### src/rtl/regbank_pkg.sv
// Shared types and constants for the register-bank write-back path.
// Imported by the scheduler and its round-robin arbiter.
package regbank_pkg;

    localparam int REG_ADDR_W = 4;
    localparam int NUM_REGS   = 16;

    localparam logic [3:0] OPC_NOP = 4'b1111;

    typedef enum logic {
        SEL_ALU,
        SEL_MEM
    } rr_sel_t;

endpackage

### src/rtl/rr_arbiter2.sv
// Two-requester round-robin grant for the bank write port.
// Pointer moves to the loser only on contested cycles.
module rr_arbiter2
    import regbank_pkg::*;
(
    input  logic clk,
    input  logic reset,
    input  logic alu_valid,
    input  logic mem_valid,
    output logic alu_grant,
    output logic mem_grant
);

    rr_sel_t rr_ptr;
    logic    contested;

    assign contested = alu_valid && mem_valid;

    assign alu_grant = !reset && alu_valid &&
                       (!mem_valid || rr_ptr == SEL_ALU);
    assign mem_grant = !reset && mem_valid &&
                       (!alu_valid || rr_ptr == SEL_MEM);

    always_ff @(posedge clk) begin
        if (reset) begin
            rr_ptr <= SEL_ALU;
        end else if (contested) begin
            rr_ptr <= alu_grant ? SEL_MEM : SEL_ALU;
        end
    end

endmodule

### src/rtl/regbank_wb_scheduler.sv
// Write-back scheduler: arbitrates the bank write port between ALU
// and load results and tracks outstanding writes for hazard stalls.
module regbank_wb_scheduler
    import regbank_pkg::*;
#(
    parameter int         DATA_W  = 32,
    parameter logic [3:0] OPC_NOP = regbank_pkg::OPC_NOP
) (
    input  logic                  clk,
    input  logic                  reset,
    input  logic                  iss_valid,
    input  logic [REG_ADDR_W-1:0] iss_dest,
    input  logic [REG_ADDR_W-1:0] iss_src1,
    input  logic [REG_ADDR_W-1:0] iss_src2,
    output logic                  iss_stall,
    input  logic                  alu_valid,
    output logic                  alu_ready,
    input  logic [REG_ADDR_W-1:0] alu_dest,
    input  logic [3:0]            alu_opcode,
    input  logic [DATA_W-1:0]     alu_data,
    input  logic                  mem_valid,
    output logic                  mem_ready,
    input  logic [REG_ADDR_W-1:0] mem_dest,
    input  logic [3:0]            mem_opcode,
    input  logic [DATA_W-1:0]     mem_data,
    output logic                  wr_en,
    output logic [REG_ADDR_W-1:0] wr_dest,
    output logic [DATA_W-1:0]     wr_data,
    output logic [NUM_REGS-1:0]   pend
);

    logic                  xfer;
    logic                  iss_fire;
    logic                  do_write;
    logic [REG_ADDR_W-1:0] x_dest;
    logic [3:0]            x_opc;
    logic [DATA_W-1:0]     x_data;
    logic [NUM_REGS-1:0]   pend_q;
    logic [NUM_REGS-1:0]   pend_nxt;

    rr_arbiter2 u_arb (
        .clk       (clk),
        .reset     (reset),
        .alu_valid (alu_valid),
        .mem_valid (mem_valid),
        .alu_grant (alu_ready),
        .mem_grant (mem_ready)
    );

    assign xfer     = alu_ready || mem_ready;
    assign x_dest   = mem_ready ? mem_dest   : alu_dest;
    assign x_opc    = mem_ready ? mem_opcode : alu_opcode;
    assign x_data   = mem_ready ? mem_data   : alu_data;
    assign do_write = xfer && (x_opc != OPC_NOP);

    assign iss_stall = iss_valid &&
                       (pend_q[iss_src1] ||
                        pend_q[iss_src2] ||
                        pend_q[iss_dest]);
    assign iss_fire  = iss_valid && !iss_stall;
    assign pend      = pend_q;

    // Set applied after clear: the newly issued producer is younger.
    always_comb begin
        pend_nxt = pend_q;
        if (xfer) begin
            pend_nxt[x_dest] = 1'b0;
        end
        if (iss_fire) begin
            pend_nxt[iss_dest] = 1'b1;
        end
    end

    always_ff @(posedge clk) begin
        if (reset) begin
            pend_q  <= '0;
            wr_en   <= 1'b0;
            wr_dest <= '0;
            wr_data <= '0;
        end else begin
            pend_q <= pend_nxt;
            wr_en  <= do_write;
            if (do_write) begin
                wr_dest <= x_dest;
                wr_data <= x_data;
            end
        end
    end

endmodule
### config.mk
export PLATFORM = sky130hd
export DESIGN_NAME = regbank_wb_scheduler
export DESIGN_NICKNAME = d
export VERILOG_FILES = /design/src/rtl/regbank_pkg.sv /design/src/rtl/rr_arbiter2.sv /design/src/rtl/regbank_wb_scheduler.sv
export SDC_FILE = /design/constraint.sdc
export NUM_CORES = 1
export LEC_CHECK = 0
export CORE_UTILIZATION = 40
export DETAILED_ROUTE_END_ITERATION = 7
export HOLD_SLACK_MARGIN = 0.03
export PLACE_DENSITY_LB_ADDON = 0.3
export SLEW_MARGIN = 15
export SYNTH_ARGS = -nofsm -noshare
export SYNTH_HDL_FRONTEND = slang
export SYNTH_SLANG_ARGS = --single-unit
export TNS_END_PERCENT = 1
### constraint.sdc
create_clock -name clk -period 3.77 [get_ports clk]
set_clock_uncertainty 0.15 [all_clocks]
set_input_delay 1.131 -clock clk [delete_from_list [all_inputs] [get_ports clk]]
set_output_delay 1.131 -clock clk [all_outputs]
set_load 0.02 [all_outputs]
==> results of run 1 <==
==> power breakdown <==
group / internal (mW) / switching, mW / total, mW
combinational: 0.232 / 0.221 / 0.453
sequential: 0.610 / 0.0241 / 0.634
clock: 0.199 / 0.181 / 0.380
==> cell type report <==
class	count	area share [%]
Inverter	7	0.5505
Sequential cell	54	22.65
Multi-Input combinational cell	257	37.25
Timing Repair Buffer	170	34.73
Tap cell	99	2.595
Clock buffer	7	1.599
Clock inverter	1	0.6291
==> worst paths after layout <==
check	slack (ns)	cells past startpoint	start	to
max	-0.004	6	iss_dest[0]	iss_stall
min reg2reg	0.35	2	wr_data[28]	wr_data[28]
max reg2reg	1.56	6	u_arb.rr_ptr	pend[0]
min	0.35	2	wr_data[28]	wr_data[28]
==> critical path, stage by stage <==
cell and delay (ns):
buf_12 0.09, mux4_2 0.51, mux4_2 0.50, inv_2 0.07
a21boi_2 0.06, buf_6 0.13
==> Yosys cell counts (all sizes together) (3+ instances only) <==
library cell / n / area share [%]
inv: 6 / 0.74
a32oi: 3 / 0.87
nand4: 3 / 0.62
a31o: 18 / 5.2
mux4: 13 / 10
nand3: 37 / 6.1
mux2i: 6 / 2.0
a21oi: 17 / 3.2
dfxtp: 54 / 36
nand2: 61 / 7.6
buf: 11 / 2.2
a211oi: 3 / 1.1
clkbuf: 19 / 2.4
nand2b: 5 / 1.0
nor2: 40 / 5.0
a311oi: 35 / 10
==> registers in the layout, summed over array words and instances, names as in the netlist <==
name / count
wr_en: 1
pend: 16
wr_dest: 4
u_arb.rr_ptr: 1
wr_data: 32
==> cell families (layout without fill, tap and decap cells) <==
logic type             Yosys count  in the layout  synth area share, %
buffers and inverters           37            185                5.415
flip-flops                      54             54                35.72
XOR/XNOR                         1              1               0.2894
multiplexers                    20             20                12.53
AO/OA/AOI/OAI                   80             80                22.78
AND/OR/NAND/NOR                156            156                23.27
==> per-stage QoR <==
stage	cell area [µm²]	hold WS (ns)	setup TNS [ns]
floorplan	3027	0.4123	0
global placement	4684	0.3212	-1.056
detailed placement	4684	0.3402	-1.174
CTS	4780	0.3546	-0.1001
global route	4773	0.3702	-0.02144
finish	4773	0.3513	-0.004084
==> routing by layer <==
metal / up-vias / wire, µm / GRT usage [%]
li1: 1597 / - / -
met5: - / 0 / 0
met1: 1576 / 3967 / 30.90
met4: 0 / 314 / 10.53
met3: 31 / 992 / 5.355
met2: 186 / 5194 / 46.29
==> what timing repair did <==
item	CTS	global route
pin swaps	0	1
gates resized for setup	21	17
endpoints found under the setup margin	3	1
==> cell usage in the layout, fill, tap and decap left out, drive strengths merged <==
cell	count
nor3b	1
clkdlybuf4s50	142
a21oi	17
mux2	1
mux4	13
a211oi	3
a2111oi	2
and4bb	1
nand3b	1
nor4	1
nand4	3
and4	1
clkbuf	9
and2	2
a311oi	35
nor2	40
dlygate4sd2	4
buf	22
nand3	37
mux2i	6
inv	7
bufinv	1
nand2b	5
xnor2	1
nand2	61
a21boi	2
a32oi	3
nor4b	2
dfxtp	54
and3	1
a31o	18
==> run_results.csv, run 1 <==
group,metric,value,unit
placement,io_buffer_count,152,
yosys,synth_cells,348,
layout,final_cells,595,
yosys,synth_flop_cell,"dfxtp_1",
floorplan,coreArea,0.007292,mm²
run,cap_violations,0,
min_path,hp-class,"flip-flop to flip-flop",
yosys,synth-seq-area-share,35.72,%
clocking,clock_sinks,54,
layout,final_core_util,65.46,%
yosys,ys_warn_count,0,
yosys,async_flop_share,0,%
sta,fin_crit_sh,100.1,%
critical_path,worst-setup-path-type,"input port to primary output",
clocking,cts_tree,"done",
drt,dr.first_iter.drc_count,193,
yosys,syn_area,0.003027,mm²
yosys,synth-seq-cells,54,
layout,nNetsFinal,592,
power_and_ir_drop,power.density,307.2,mW/mm²
grt,antenna_found_initial,0,
floorplan,die_area,0.007918,mm²
clocking,post_cts_buffers,0,
sta,hold_viol_final,0,
floorplan,die_x,88.99,µm
critical_path,worstPathMaxFanout,5,
drt,drt-total-wl,10.47,mm
power_and_ir_drop,p_leak,1.775,nW
floorplan,initial_core_util,41.51,%
floorplan,io_pins,153,
clocking,clk_pin_slew,0.10,ns
grt,grt_usage,26.09,%
grt,grt_pass1_wl,15.93,mm
drt,via_per_inst,5.697,
clocking,cts-root-buf,"clkbuf_8",
drt,drc,0,
placement,place_ws,-1.026,ns
layout,regArea,0.001081,mm²
grt,grt.overflow.total,0,
clocking,ctsHoldBuffers,0,
drt,wl_per_cell,17.59,µm
power_and_ir_drop,vdd_drop_max,162.3,µV
floorplan,chipHeight,88.99,µm
drt,firstDrtPassIters,5,
drt,ant_nets,0,
floorplan,rows,31,
clocking,htreeDepth,2,
yosys,yosys.cell_types.count,38,
sta,fmax,265.0,MHz
power_and_ir_drop,finalPower,1.467,mW
layout,area.growth.synth_to_final,57.71,%
placement,hpwl,7.604,mm
layout,drive_gt1_share,11.49,%
critical_path,endpoint_kind,"primary output",
status,status,"complete, but fails checks",
grt,grt_max_degree,51,
layout,diodes,0,
drt,num_vias,3390,
critical_path,startpoint_type,"input port",
yosys,syn-num-nets,445,
sta,setup_ws,-0.004084,ns
sta,setup_viol,1,
sta,tightest_slew,0.6171,ns
clocking,clk_latency,0.30,ns
placement,routabilityCongestion,0.9185,
sta,rsz0062_at_grt,"yes",
sta,drv_slew,0,
clocking,clockBufferDepth,2,
status,violations,"negative setup slack",
sta,fin_crit,3.774,ns
yosys,postSynthAreaPerCell,8.697,µm²
layout,multiInputGateArea,0.001778,mm²
yosys,synth_edf_count,0,
layout,num-fill-cells,659,
sta,maxSlewHeadroom,58.77,%
clocking,numCtsBuffers,5,
placement,dpl.cell_count,587,
critical_path,required,2.49,ns
critical_path,crit_arrival,2.49,ns
grt,grt_pass1_vias,3330,
Power figures use the tool's default switching activity.
==> inputs of run 2 (changes only) <==
--- a/constraint.sdc
+++ b/constraint.sdc
@@ -4,2 +4,2 @@
 set_output_delay 1.131 -clock clk [all_outputs]
-set_load 0.02 [all_outputs]
+set_load 0.05 [all_outputs]
==> run_results.csv, run 2 (same netlist as run 1, synthesis figures left out) <==
group,metric,value,unit
sta,setup_ws,-0.002619,ns
layout,largest_reg_flops,32,
clocking,htreeDepth,2,
clocking,numCtsBuffers,5,
clocking,clock_sinks,54,
power_and_ir_drop,clkPwrFrac,24.9,%
run,cap_violations,0,
sta,fmax,265.1,MHz
layout,diodes,0,
clocking,clk_pin_slew,0.09,ns
drt,num_vias,3341,
drt,drt-total-wl,10.13,mm
power_and_ir_drop,power.density,326.7,mW/mm²
grt,antenna_found_initial,0,
placement,hpwl,7.464,mm
critical_path,crit_arrival,2.49,ns
sta,rsz0062_at_grt,"yes",
power_and_ir_drop,p_leak,1.772,nW
sta,fin_crit_sh,100.1,%
status,status,"complete, but fails checks",
grt,grt.overflow.total,0,
layout,nNetsFinal,591,
power_and_ir_drop,finalPower,1.566,mW
sta,drv_slew,0,
placement,place_ws,-0.6625,ns
layout,mostFrequentLayoutCells,"clkdlybuf4s50_1 (141), nand2_1 (60), dfxtp_1 (54)",
clocking,clockBufferDepth,2,
layout,area.growth.synth_to_final,58.37,%
sta,setup_viol,1,
power_and_ir_drop,vdd_drop_max,265.9,µV
drt,drc,0,
floorplan,initial_core_util,41.51,%
grt,grt_max_degree,46,
floorplan,rows,31,
floorplan,die_area,0.007918,mm²
grt,grt_pass1_vias,3167,
layout,num-fill-cells,632,
placement,io_buffer_count,152,
power_and_ir_drop,switching_power,0.5251,mW
clocking,ctsHoldBuffers,0,
floorplan,chipHeight,88.99,µm
drt,firstDrtPassIters,4,
critical_path,startpoint_type,"input port",
power_and_ir_drop,p_sw_share,33.53,%
sta,hold_viol_final,0,
clocking,cts-root-buf,"clkbuf_8",
floorplan,io_pins,153,
drt,dr.first_iter.drc_count,203,
placement,dpl.cell_count,585,
layout,drive_gt1_share,11.92,%
power_and_ir_drop,power_frac_comb,34.6,%
status,violations,"negative setup slack",
layout,final_common_cell,"clkdlybuf4s50_1",
critical_path,worstPathMaxFanout,5,
drt,ant_nets,0,
grt,grt_usage,24.95,%
critical_path,worst-setup-path-type,"input port to primary output",
drt,wl_per_cell,17.06,µm
layout,final_cells,594,
drt,via_per_inst,5.625,
min_path,hp-class,"flip-flop to flip-flop",
critical_path,required,2.49,ns
layout,max_flop_register,"wr_data",
power_and_ir_drop,seqPwrFrac,40.5,%
grt,grt_pass1_wl,15.43,mm
critical_path,endpoint_kind,"primary output",
sta,maxSlewHeadroom,55.97,%
clocking,clk_latency,0.30,ns
clocking,cts_tree,"done",
placement,routabilityCongestion,0.9015,
sta,fin_crit,3.773,ns
floorplan,coreArea,0.007292,mm²
layout,final_core_util,65.73,%
floorplan,die_x,88.99,µm
sta,tightest_slew,0.6590,ns
power_and_ir_drop,internal_power,1.041,mW
## run 2: area by class of cell
type	count	area [µm²]	share of cell area, %
clock inverters	2	37.54	0.7831
flip-flops and latches	54	1081	22.55
repair buffers	169	1673	34.90
multi-input cells	257	1778	37.09
well taps	99	123.9	2.584
inverters	7	27.53	0.5743
clock buffers	6	72.57	1.514
## run 2: per-layer routing
| layer | share of wire (%) | track usage [%] | up-vias |
|---|---|---|---|
| li1 | - | - | 1595 |
| met1 | 41 | 31.27 | 1576 |
| met2 | 49 | 44.83 | 164 |
| met3 | 9.1 | 4.801 | 6 |
| met4 | 0.62 | 5.051 | 0 |
| met5 | 0 | 0 | - |
## run 2: timing repair
item	4_1_cts	5_1_grt
setup buffers	0	1
endpoints found under the hold margin	0	0
gates resized for setup	30	3
pin swaps	2	0
endpoints found under the setup margin	1	1
## run 2: stage by stage
stage / TNS, ns / hold slack [ns] / instance area [µm²]
finish: -0.002619 / 0.3491 / 4793
global route: -0.02718 / 0.3734 / 4793
CTS: -0.001787 / 0.3549 / 4785
detailed placement: -0.6625 / 0.3416 / 4678
global placement: -0.6052 / 0.3215 / 4678
floorplan: 0 / 0.4123 / 3030
## run 2: critical path, cell delays in order
cell	delay, ns
buf_12	0.09
mux4_2	0.51
mux4_2	0.49
clkinv_2	0.06
a21boi_2	0.05
buf_6	0.15
## run 2: power groups by stage
stage	Sequential (mW)	Clock (mW)	Combinational (mW)
2_1_floorplan	0.776	0	0.175
3_3_place_gp	0.644	0	0.533
3_5_place_dp	0.647	0	0.540
4_1_cts	0.634	0.397	0.542
5_1_grt	0.638	0.422	0.577
6_report	0.634	0.391	0.542
## run 2: path summary, 6_finish.rpt
check | from | end | slack (ns) | cells after the start
worst max-delay path | iss_dest[0] | iss_stall | -0.003 | 6
worst min-delay path | wr_data[10] | wr_data[10] | 0.35 | 2
worst max register to register | u_arb.rr_ptr | pend[14] | 1.62 | 6
worst min register to register | wr_data[10] | wr_data[10] | 0.35 | 2
